`src/rtl/vr_arb_pkg.sv`:
```
// vr_arb_pkg: arbitration mode flags and one-hot to index conversion shared by the arbiters
package vr_arb_pkg;
    localparam int ARB_MODE_WRR = 1;
    localparam int ARB_MODE_LOCK = 2;
    function automatic logic [31:0] onehot_to_idx(input logic [31:0] oh);
        logic [31:0] idx;
        idx = '0;
        for (int i = 0; i < 32; i++) idx = idx | (oh[i] ? 32'(i) : 32'd0);
        return idx;
    endfunction
endpackage

```
`src/rtl/arbiter_rr_pick.sv`:
```
// arbiter_rr_pick: combinational rotate-priority pick of the first request at or after ptr
module arbiter_rr_pick #(
    parameter int NUM_REQS = 5
) (
    input  logic [NUM_REQS-1:0]         requests,
    input  logic [$clog2(NUM_REQS)-1:0] ptr,
    output logic [NUM_REQS-1:0]         grant
);
    logic [NUM_REQS-1:0] hi;
    always_comb begin
        hi = requests & ~((NUM_REQS'(1) << ptr) - NUM_REQS'(1));
        grant = |hi ? (hi & (~hi + NUM_REQS'(1))) : (requests & (~requests + NUM_REQS'(1)));
    end
endmodule

```
`src/rtl/arbiter_wrr_lock.sv`:
```
// arbiter_wrr_lock: weighted round-robin arbiter that holds a grant until the packet tail is accepted
module arbiter_wrr_lock
    import vr_arb_pkg::*;
#(
    parameter int NUM_REQS = 5,
    parameter int WEIGHT_W = 4,
    parameter int WRR_EN   = 1,
    parameter int LOCK_EN  = 1
) (
    input  logic                          clk,
    input  logic                          reset,
    input  logic [NUM_REQS-1:0]           requests,
    input  logic [NUM_REQS-1:0]           req_tail,
    input  logic [NUM_REQS*WEIGHT_W-1:0]  weights,
    input  logic                          ack,
    input  logic                          lock_clr,
    output logic [NUM_REQS-1:0]           grants,
    output logic                          grant_vld,
    output logic [$clog2(NUM_REQS)-1:0]   grant_id,
    output logic                          locked
);
    localparam int ID_W = $clog2(NUM_REQS);
    localparam int MODE = (WRR_EN != 0 ? ARB_MODE_WRR : 0) | (LOCK_EN != 0 ? ARB_MODE_LOCK : 0);
    localparam bit WRR_ON = (MODE & ARB_MODE_WRR) != 0;
    localparam bit LOCK_ON = (MODE & ARB_MODE_LOCK) != 0;
    logic [ID_W-1:0] ptr, lock_id, g;
    logic lock_q, tail, new_owner;
    logic [WEIGHT_W-1:0] cnt, w, cnt_ld, cnt_dec;
    logic [NUM_REQS-1:0] rr_grant;
    function automatic logic [ID_W-1:0] wrap_inc(input logic [ID_W-1:0] x);
        return (x == ID_W'(NUM_REQS - 1)) ? '0 : x + 1'b1;
    endfunction
    arbiter_rr_pick #(.NUM_REQS(NUM_REQS)) u_pick (
        .requests(requests),
        .ptr     (ptr),
        .grant   (rr_grant)
    );
    always_comb begin
        grants = !reset ? '0 : lock_q ? (requests[lock_id] ? (NUM_REQS'(1) << lock_id) : '0) : rr_grant;
        grant_vld = |grants;
        g = ID_W'(onehot_to_idx(32'(grants)));
        grant_id = g;
        w = WEIGHT_W'(weights >> (g * WEIGHT_W));
        new_owner = (g != lock_id) || (cnt == '0);
        cnt_ld = !new_owner ? cnt : (!WRR_ON || w == '0) ? WEIGHT_W'(1) : w;
        cnt_dec = cnt_ld - 1'b1;
        tail = !LOCK_ON || req_tail[g];
    end
    // lock_clr outranks an accepted flit in the same cycle
    always_ff @(posedge clk or negedge reset) begin
        if (!reset) begin
            ptr <= '0;
            lock_q <= 1'b0;
            lock_id <= '0;
            cnt <= '0;
        end else if (lock_clr) begin
            lock_q <= 1'b0;
            cnt <= '0;
            ptr <= wrap_inc(lock_id);
        end else if (ack && grant_vld) begin
            if (!tail) begin
                lock_q <= 1'b1;
                lock_id <= g;
                cnt <= cnt_ld;
            end else begin
                lock_q <= 1'b0;
                cnt <= cnt_dec;
                if (cnt_dec == '0) begin
                    ptr <= wrap_inc(g);
                end else begin
                    ptr <= g;
                    lock_id <= g;
                end
            end
        end
    end
    assign locked = lock_q;
endmodule
```
`config.mk`:
```
export PLATFORM = sky130hd
export DESIGN_NAME = arbiter_wrr_lock
export DESIGN_NICKNAME = d
export VERILOG_FILES = /design/src/rtl/vr_arb_pkg.sv /design/src/rtl/arbiter_rr_pick.sv /design/src/rtl/arbiter_wrr_lock.sv
export SDC_FILE = /design/constraint.sdc
export NUM_CORES = 1
export LEC_CHECK = 0
export CAP_MARGIN = 20
export CORE_MARGIN = 4
export CORE_UTILIZATION = 32
export DETAILED_ROUTE_END_ITERATION = 7
export PLACE_DENSITY = 0.67
export SLEW_MARGIN = 20
export SYNTH_ARGS = -nofsm -noshare
export SYNTH_HDL_FRONTEND = slang
export SYNTH_HIERARCHICAL = 1
export SYNTH_SLANG_ARGS = --single-unit
```
`constraint.sdc`:
```
create_clock -name clk -period 3.1 [get_ports clk]
set_input_delay 0.31 -clock clk [delete_from_list [all_inputs] [get_ports clk]]
set_output_delay 0.31 -clock clk [all_outputs]
set_load 0.005 [all_outputs]
```
==> reports/metrics.yaml, run 1 <==
synthCells: 228
row_count: 27
via_per_inst: 5.62
grt_remaining_overflow: 0
max_slew_margin: 0.615
chipWidth_microns: 83.8
syn-num-nets: 269
cp-end-kind: "flip-flop"
gp_congestion: 0.901
setup_slack_ns: -0.249
grt_max_degree: 14
syn_area_sq_mm: 0.00184
path_class: "flip-flop to flip-flop"
areaGrowthSynthToFinish_pct: 77.6
path_buf_inv: 1
route.detailed.drc: 0
cp_slowest_cell: "dfrtp_2"
cts_tree: "yes"
insertion_delay_ns: 0.24
cp_max_fo: 5
wl_per_cell_microns: 16.0
setup_viol: 10
most-common-layout-cells: "87 x buf_4, 37 x clkdlybuf4s50_1, 19 x nand2_1"
grt_pass1_vias: 2427
crit_chain: "nor3b_2 -> o21ai_1 -> nand2_2 -> a32o_2 -> nor2b_1 -> a221o_1 -> buf_4 -> nor3_1 -> a21oi_1 -> a21bo_4 -> o311ai_2 -> mux2_1 -> o221a_1"
status: "finished with violations"
vias: 2422
grt_usage: 0.189
holdBufCountCts: 0
yosys_register_bits: 11
critPathMaxStageDelay_ns: 0.44
ys.flop_type: "dfrtp_1"
placed_cells: 409
avgSynthCellArea_sq_um: 8.07
cts-root-buf: "clkbuf_8"
pre_cts_slack_ns: -0.596
cts_buffers: 3
clkSlewWorstSetupHoldPaths_ns: 0.05
cp_top_family: "compound AO/OA/AOI/OAI gates"
rsz0062_at_grt: "yes"
dpl-instance-area_sq_mm: 0.00290
final_cell_area_sq_mm: 0.00327
cap_violations: 0
ioPinCount: 44
core_area_sq_mm: 0.00554
die_h_microns: 83.8
wirelength_mm: 6.88
startpoint_type: "flip-flop"
peakVddDrop_v: 0.000801
initial_core_util: 0.332
layout_commonest_cell: "buf_4"
io_buffers: 43
synth_top_area_cell: "dfrtp_1"
hpwl_mm: 5.15
grt_pass1_wl_mm: 11.3
ys_types: 72
final_util: 0.590
failed_checks: "negative setup slack"
diodes: 0
crit_arrival_ns: 3.48
hold_viol: 0
ys_seq_area_frac: 0.150
fin_crit_ns: 3.35
n_fill_cell: 469
ant_nets: 0
fin_nets: 401
hold_path_class: "primary input to async pin"
leakage_nw: 1.44
ys_top_cells_by_area: "dfrtp_1 15%, a21oi_1 5.7%, nand2_1 4.9%"
post-route-period-util: 1.08
synthArstFlopShare: 1.00
fmax_mhz: 299
fin_cells: 431
synth-edff-count: 0
p_total_w: 0.00292
grt_antenna_before_repair: 0
drt_pass1_iterations: 4
clock_skew_ns: 0.000892
slew_violations: 0
cts_max_level: 1
drt-initial-drc-count: 160
yosysWarnings: 6
worst_slew_pin_slew_ns: 0.575
drive_gt1_frac: 0.435
yosysTopAreaCellShare: 0.150
cts.path.max_buffers: 2
cts_sinks: 11
required_ns: 3.23
power_density_mw_per_mm2: 894
die_area_sq_mm: 0.00703
## kinds of logic after synthesis
group           count (synthesis)  share of synthesized area
buf+inv                        21                     0.0578
simple gates                   87                      0.259
flops                          11                      0.150
compound gates                 92                      0.426
mux                            10                     0.0605
fa+ha+maj                       7                     0.0476
## final cells by class
cell class / count / area, sq um / share of cell area
flip-flops and latches: 11 / 278 / 0.0850
inverters: 11 / 46.3 / 0.0142
well taps: 72 / 90.1 / 0.0276
repair buffers: 137 / 1150 / 0.352
multi-input cells: 196 / 1660 / 0.507
clock buffers: 3 / 41.3 / 0.0126
clock inverters: 1 / 5.00 / 0.00153
## synthesized netlist by cell type (2+ instances only)
cell type,count
a32o_1,3
nand4_1,5
a211oi_1,2
a22oi_1,2
nor2b_1,8
o41ai_2,3
inv_4,2
nand2b_1,4
and2_1,3
buf_6,2
o211ai_1,3
o31ai_2,2
nor3_1,7
and4b_1,2
inv_1,6
dfrtp_1,11
nand3_1,4
o21ai_0,10
nor4_1,3
buf_2,3
a32oi_1,2
nor4bb_1,3
nor2_1,14
ha_1,7
nand2_1,24
nor3b_1,2
mux2i_1,7
o31ai_1,5
clkbuf_1,4
a21o_1,4
inv_2,2
a311oi_1,4
a21oi_1,21
a31oi_1,4
o31a_1,2
mux2_4,2
## layer usage
layer,up-vias,part of all wire,global-route usage
met5,-,0,0
met4,0,0.014,0.0292
met3,11,0.038,0.0138
met2,73,0.51,0.343
met1,1166,0.44,0.247
li1,1172,-,-
## per-stage QoR
step | hold WS, ns | TNS (ns)
2_1_floorplan | 0.0144 | -0.0122
3_3_place_gp | 0.583 | -4.78
3_5_place_dp | 0.609 | -5.78
4_1_cts | 0.539 | -1.17
5_1_grt | 0.573 | -3.10
6_report | 0.539 | -1.77
## sequential cells by signal, indices dropped and copies added, names as in the netlist
| signal | count |
|---|---|
| ptr | 3 |
| locked | 1 |
| cnt | 4 |
| lock_id | 3 |
## worst register-to-register path, cell delays in order (launching register included)
cell	delay, ns
dfrtp_2	0.44
nor3b_2	0.17
o21ai_1	0.15
nand2_2	0.09
a32o_2	0.28
nor2b_1	0.13
a221o_1	0.35
buf_4	0.17
nor3_1	0.19
a21oi_1	0.16
a21bo_4	0.25
o311ai_2	0.28
mux2_1	0.35
o221a_1	0.23
## worst paths after layout
check | endpoint | startpoint | depth (start not counted) | slack [ns]
max in group asynchronous | lock_id[1] | reset | 3 | 2.35
hold / removal | locked | reset | 3 | 0.54
setup / recovery | cnt[0] | ptr[0] | 13 | -0.25
hold reg to reg | cnt[1] | cnt[1] | 2 | 0.64
setup reg to reg | cnt[0] | ptr[0] | 13 | -0.25
min in group clk | cnt[1] | cnt[1] | 2 | 0.64
## timing repair
item,CTS,global route
pin swaps,10,5
cloned,0,0
endpoints found under the setup margin,13,13
gates resized for setup,35,18
buffers inserted,13,6
## power breakdown
group,switching [W],internal [W]
Clock,0.0000595,0.0000887
Sequential,0.000105,0.000205
Combinational,0.00118,0.00128
Power figures use the tool's default switching activity.
==> run 2, diff against run 1 <==
--- a/config.mk
+++ b/config.mk
@@ -6,7 +6,7 @@
 export NUM_CORES = 1
 export LEC_CHECK = 0
 export CAP_MARGIN = 20
-export CORE_MARGIN = 4
+export CORE_MARGIN = 5
 export CORE_UTILIZATION = 32
 export DETAILED_ROUTE_END_ITERATION = 7
 export PLACE_DENSITY = 0.67
==> run 2 against run 1 <==
  * Largest power group unchanged
  * Critical path depth increased by 1
  * The flow still finishes with violations (negative setup slack)
  * Flip-flop and latch count stayed put
  * Largest cell class unchanged
  * Worst hold slack worse by 0.0085 ns
  * Core utilization up 2.2 points
==> reports/metrics.yaml, run 2 (synthesis gave the netlist of run 1 again) <==
crit_arrival_ns: 3.46
cts.path.max_buffers: 2
cts_buffers: 3
n_fill_cell: 483
power_density_mw_per_mm2: 897
via_per_inst: 5.59
crit_chain: "buf_4 -> o21ai_1 -> nand2_1 -> a32o_2 -> nor2b_4 -> a221o_1 -> buf_4 -> nor3_4 -> a21oi_2 -> a21bo_4 -> o41ai_4 -> buf_4 -> mux2i_2 -> o31ai_2"
fin_crit_ns: 3.35
slew_violations: 0
hold_path_class: "primary input to async pin"
die_h_microns: 85.8
core_area_sq_mm: 0.00554
cp_top_family: "compound AO/OA/AOI/OAI gates"
cts_tree: "yes"
worst_slew_pin_slew_ns: 0.495
chipWidth_microns: 85.8
peakVddDrop_v: 0.000516
route.detailed.drc: 0
status: "finished with violations"
rsz0062_at_grt: "yes"
grt_usage: 0.193
areaGrowthSynthToFinish_pct: 84.2
setup_viol: 10
grt_pass1_wl_mm: 11.6
insertion_delay_ns: 0.25
vias: 2444
failed_checks: "negative setup slack"
grt_antenna_before_repair: 0
row_count: 27
cap_violations: 0
fmax_mhz: 299
cts_max_level: 1
required_ns: 3.21
cp-end-kind: "flip-flop"
cp_slowest_cell: "dfrtp_2"
leakage_nw: 1.50
hpwl_mm: 5.31
max_slew_margin: 0.669
wl_per_cell_microns: 16.7
grt_remaining_overflow: 0
most-common-layout-cells: "91 x buf_4, 35 x clkdlybuf4s50_1, 20 x nand2_1"
worst_path_most_repeated_cell: "buf_4"
largest_register_ffs: 4
initial_core_util: 0.332
holdBufCountCts: 0
path_class: "flip-flop to flip-flop"
regArea_sq_um: 279
dpl-instance-area_sq_mm: 0.00294
setup_slack_ns: -0.247
layout_commonest_cell: "buf_4"
clock_skew_ns: 0.00691
final_cell_area_sq_mm: 0.00339
ant_nets: 0
grt_max_degree: 14
io_buffers: 43
drive_gt1_frac: 0.471
drt_pass1_iterations: 5
cp_max_fo: 5
ioPinCount: 44
regMostFlops: "cnt"
cts_sinks: 11
drt-initial-drc-count: 145
fin_nets: 407
gp_congestion: 0.904
post-route-period-util: 1.08
cts-root-buf: "clkbuf_8"
die_area_sq_mm: 0.00737
clkSlewWorstSetupHoldPaths_ns: 0.06
critPathMaxStageDelay_ns: 0.44
grt_pass1_vias: 2395
largestRegisters: "cnt (4), lock_id (3), ptr (3)"
p_total_w: 0.00304
multi_input_area_sq_mm: 0.00171
path_buf_inv: 3
diodes: 0
startpoint_type: "flip-flop"
wirelength_mm: 7.32
hold_viol: 0
-- run 2: metal layers --
layer  global-route usage  vias to the layer above  part of all wire
li1                     -                     1169                 -
met4               0.0360                        0             0.015
met2                0.337                       82              0.51
met1                0.257                     1180              0.43
met5                    0                        -                 0
met3               0.0202                       13             0.045
-- run 2: worst paths after layout --
check	startpoint	end	slack (ns)	cells past startpoint
min reg2reg	cnt[2]	cnt[2]	0.63	2
max	ptr[2]	ptr[1]	-0.25	14
max reg2reg	ptr[2]	ptr[1]	-0.25	14
max in group asynchronous	reset	ptr[0]	2.42	3
min	reset	lock_id[2]	0.53	3
min in group clk	cnt[2]	cnt[2]	0.63	2
-- run 2: power breakdown --
part / total [W] / switching [W] / internal, W
Combinational: 0.00258 / 0.00120 / 0.00138
Sequential: 0.000302 / 0.0000947 / 0.000207
Clock: 0.000156 / 0.0000652 / 0.0000910
-- run 2: stage by stage --
| step | hold slack [ns] | instances | worst slack, ns | setup TNS, ns | util |
|---|---|---|---|---|---|
| final | 0.531 | 437 | -0.247 | -1.81 | 0.612 |
| after CTS | 0.518 | 433 | -0.159 | -1.07 | 0.584 |
| after detailed placement | 0.603 | 413 | -0.672 | -5.89 | 0.530 |
| after global routing | 0.544 | 437 | -0.402 | -3.43 | 0.612 |
| after floorplan | 0.0144 | 228 | -0.0122 | -0.0122 | - |
| after global placement | 0.571 | 413 | -0.559 | -5.06 | 0.530 |
-- run 2: final cells by class --
type	count	share of cell area
Sequential cell	11	0.0823
Tap cell	72	0.0266
Inverter	11	0.0144
Clock buffer	4	0.0133
Multi-Input combinational cell	196	0.505
Timing Repair Buffer	143	0.359
-- run 2: what timing repair did --
item | CTS | global route
resized for setup | 38 | 32
pin swaps | 12 | 15
buffers inserted | 16 | 7
setup endpoints to repair | 13 | 14
gates cloned | 0 | 0
-- run 2: worst register-to-register path: stages (launching register included) --
cell,delay [ns]
dfrtp_2,0.44
buf_4,0.16
o21ai_1,0.14
nand2_1,0.12
a32o_2,0.29
nor2b_4,0.13
a221o_1,0.34
buf_4,0.18
nor3_4,0.15
a21oi_2,0.09
a21bo_4,0.24
o41ai_4,0.41
buf_4,0.21
mux2i_2,0.24
o31ai_2,0.08
==> run 3, diff against run 2 <==
--- a/config.mk
+++ b/config.mk
@@ -6,10 +6,13 @@
 export NUM_CORES = 1
 export LEC_CHECK = 0
 export CAP_MARGIN = 20
+export CELL_PAD_IN_SITES_DETAIL_PLACEMENT = 0
+export CELL_PAD_IN_SITES_GLOBAL_PLACEMENT = 1
+export CORE_ASPECT_RATIO = 0.5
 export CORE_MARGIN = 5
 export CORE_UTILIZATION = 32
 export DETAILED_ROUTE_END_ITERATION = 7
-export PLACE_DENSITY = 0.67
+export PLACE_DENSITY = 0.84
 export SLEW_MARGIN = 20
 export SYNTH_ARGS = -nofsm -noshare
 export SYNTH_HDL_FRONTEND = slang
==> run 3 against run 2 <==
  * Power rose by 0.87%
  * Final area fell by 2.4%
  * Final cell count is 2.5% lower
  * Via count decreased by 3.5%
  * Worst setup slack got worse by 0.028 ns
  * The flow still finishes with violations (negative setup slack)
  * Sequential power is 4% lower
  * Sequential share of layout area is 0.16 points higher
==> reports/metrics.yaml, run 3 (synthesis gave the netlist of run 1 again) <==
grt_max_degree: 15
required_ns: 3.22
diodes: 0
cp-end-kind: "flip-flop"
drive_gt1_frac: 0.422
worst_path_most_repeated_cell: "buf_6"
cap_violations: 0
largest_register_ffs: 4
cts_sinks: 11
insertion_delay_ns: 0.24
initial_core_util: 0.332
holdBufCountCts: 0
path_buf_inv: 3
leakage_nw: 1.45
rsz0062_at_grt: "yes"
critPathMaxStageDelay_ns: 0.43
most-common-layout-cells: "79 x buf_4, 37 x clkdlybuf4s50_1, 20 x nand2_1"
wirelength_mm: 7.48
status: "finished with violations"
hold_viol: 0
clkSlewWorstSetupHoldPaths_ns: 0.04
areaGrowthSynthToFinish_pct: 79.7
fin_nets: 395
via_per_inst: 5.54
vias: 2358
route.detailed.drc: 0
clock_skew_ns: 0.00121
dpl-instance-area_sq_mm: 0.00290
slew_violations: 0
drt_pass1_iterations: 4
cp_top_family: "compound AO/OA/AOI/OAI gates"
core_area_sq_mm: 0.00554
die_h_microns: 63.6
grt_pass1_wl_mm: 11.8
hold_path_class: "primary input to async pin"
io_buffers: 43
die_area_sq_mm: 0.00746
worst_slew_pin_slew_ns: 0.593
gp_congestion: 0.905
cts.path.max_buffers: 2
crit_arrival_ns: 3.50
multi_input_area_sq_mm: 0.00170
drt-initial-drc-count: 163
setup_viol: 10
peakVddDrop_v: 0.000385
path_class: "flip-flop to flip-flop"
n_fill_cell: 452
ant_nets: 0
regArea_sq_um: 278
wl_per_cell_microns: 17.6
regMostFlops: "cnt"
hpwl_mm: 5.53
fmax_mhz: 296
largestRegisters: "cnt (4), lock_id (3), ptr (3)"
cts_tree: "yes"
row_count: 19
grt_remaining_overflow: 0
grt_usage: 0.196
layout_commonest_cell: "buf_4"
cts_max_level: 1
chipWidth_microns: 117
final_util: 0.597
startpoint_type: "flip-flop"
crit_chain: "buf_6 -> o31ai_4 -> a32o_2 -> nor2b_4 -> a221o_1 -> nand2_4 -> buf_6 -> o41ai_4 -> a311oi_4 -> a21o_1 -> buf_6 -> o311ai_4 -> mux2_4 -> o221a_1"
setup_slack_ns: -0.274
fin_crit_ns: 3.37
cp_slowest_cell: "dfrtp_2"
fin_tns_setup_ns: -1.98
cts_buffers: 3
final_cell_area_sq_mm: 0.00331
power_density_mw_per_mm2: 927
post-route-period-util: 1.09
cts-root-buf: "clkbuf_16"
failed_checks: "negative setup slack"
cp_max_fo: 6
ioPinCount: 44
grt_pass1_vias: 2492
grt_antenna_before_repair: 0
max_slew_margin: 0.603
[run 3: cell types whose count changed in the layout (fill, tap and decap cells not counted), moves of 2 or more]
cell,previous run,this run
a21oi_2,4,2
clkdlybuf4s50_1,35,37
clkbuf_16,0,3
o41ai_2,3,1
nor2_1,12,14
o41ai_4,2,4
a21oi_4,0,2
clkbuf_8,3,0
nor2_2,2,0
buf_4,91,79
[run 3: metrics by stage]
step	hold slack, ns	cells	setup slack, ns	power, W
CTS	0.577	424	-0.210	0.00293
floorplan	0.0144	228	-0.0122	0.00145
finish	0.576	426	-0.274	0.00307
global placement	0.579	411	-0.632	0.00236
global route	0.607	426	-0.404	0.00325
detailed placement	0.598	411	-0.747	0.00239
[run 3: tightest hold or removal path, delay by kind of cell]
family,cells,cell delay [ns]
buffers and inverters,3,0.86
[run 3: cell type report]
type	count	share of cell area
inverters	11	0.0148
flip-flops and latches	11	0.0840
clock buffers	4	0.0238
repair buffers	131	0.337
multi-input cells	196	0.513
well taps	73	0.0276
[run 3: power breakdown]
part | switching [W] | internal (W)
Clock | 0.0000667 | 0.000173
Sequential | 0.0000851 | 0.000206
Combinational | 0.00123 | 0.00130
Total | 0.00139 | 0.00168
[run 3: timing repair]
item / CTS / global route
gates cloned: 0 / 0
resized for setup: 47 / 11
setup buffers: 10 / 2
pin swaps: 15 / 4
setup endpoints to repair: 14 / 16
[run 3: metal layers]
| metal | share of wire | wire length, microns | vias up | GRT usage |
|---|---|---|---|---|
| li1 | - | - | 1156 | - |
| met1 | 0.45 | 3350 | 1142 | 0.257 |
| met2 | 0.49 | 3690 | 52 | 0.347 |
| met3 | 0.049 | 366 | 8 | 0.0201 |
| met4 | 0.010 | 77 | 0 | 0.0372 |
| met5 | 0 | 0 | - | 0 |
[run 3: final timing paths]
path / slack [ns] / startpoint / cells after the start / to
min in group clk: 0.63 / cnt[3] / 2 / cnt[3]
worst min-delay path: 0.58 / reset / 3 / cnt[2]
max in group asynchronous: 2.34 / reset / 3 / ptr[0]
worst max register to register: -0.27 / ptr[1] / 14 / cnt[0]
worst min register to register: 0.63 / cnt[3] / 2 / cnt[3]
worst max-delay path: -0.27 / ptr[1] / 14 / cnt[0]
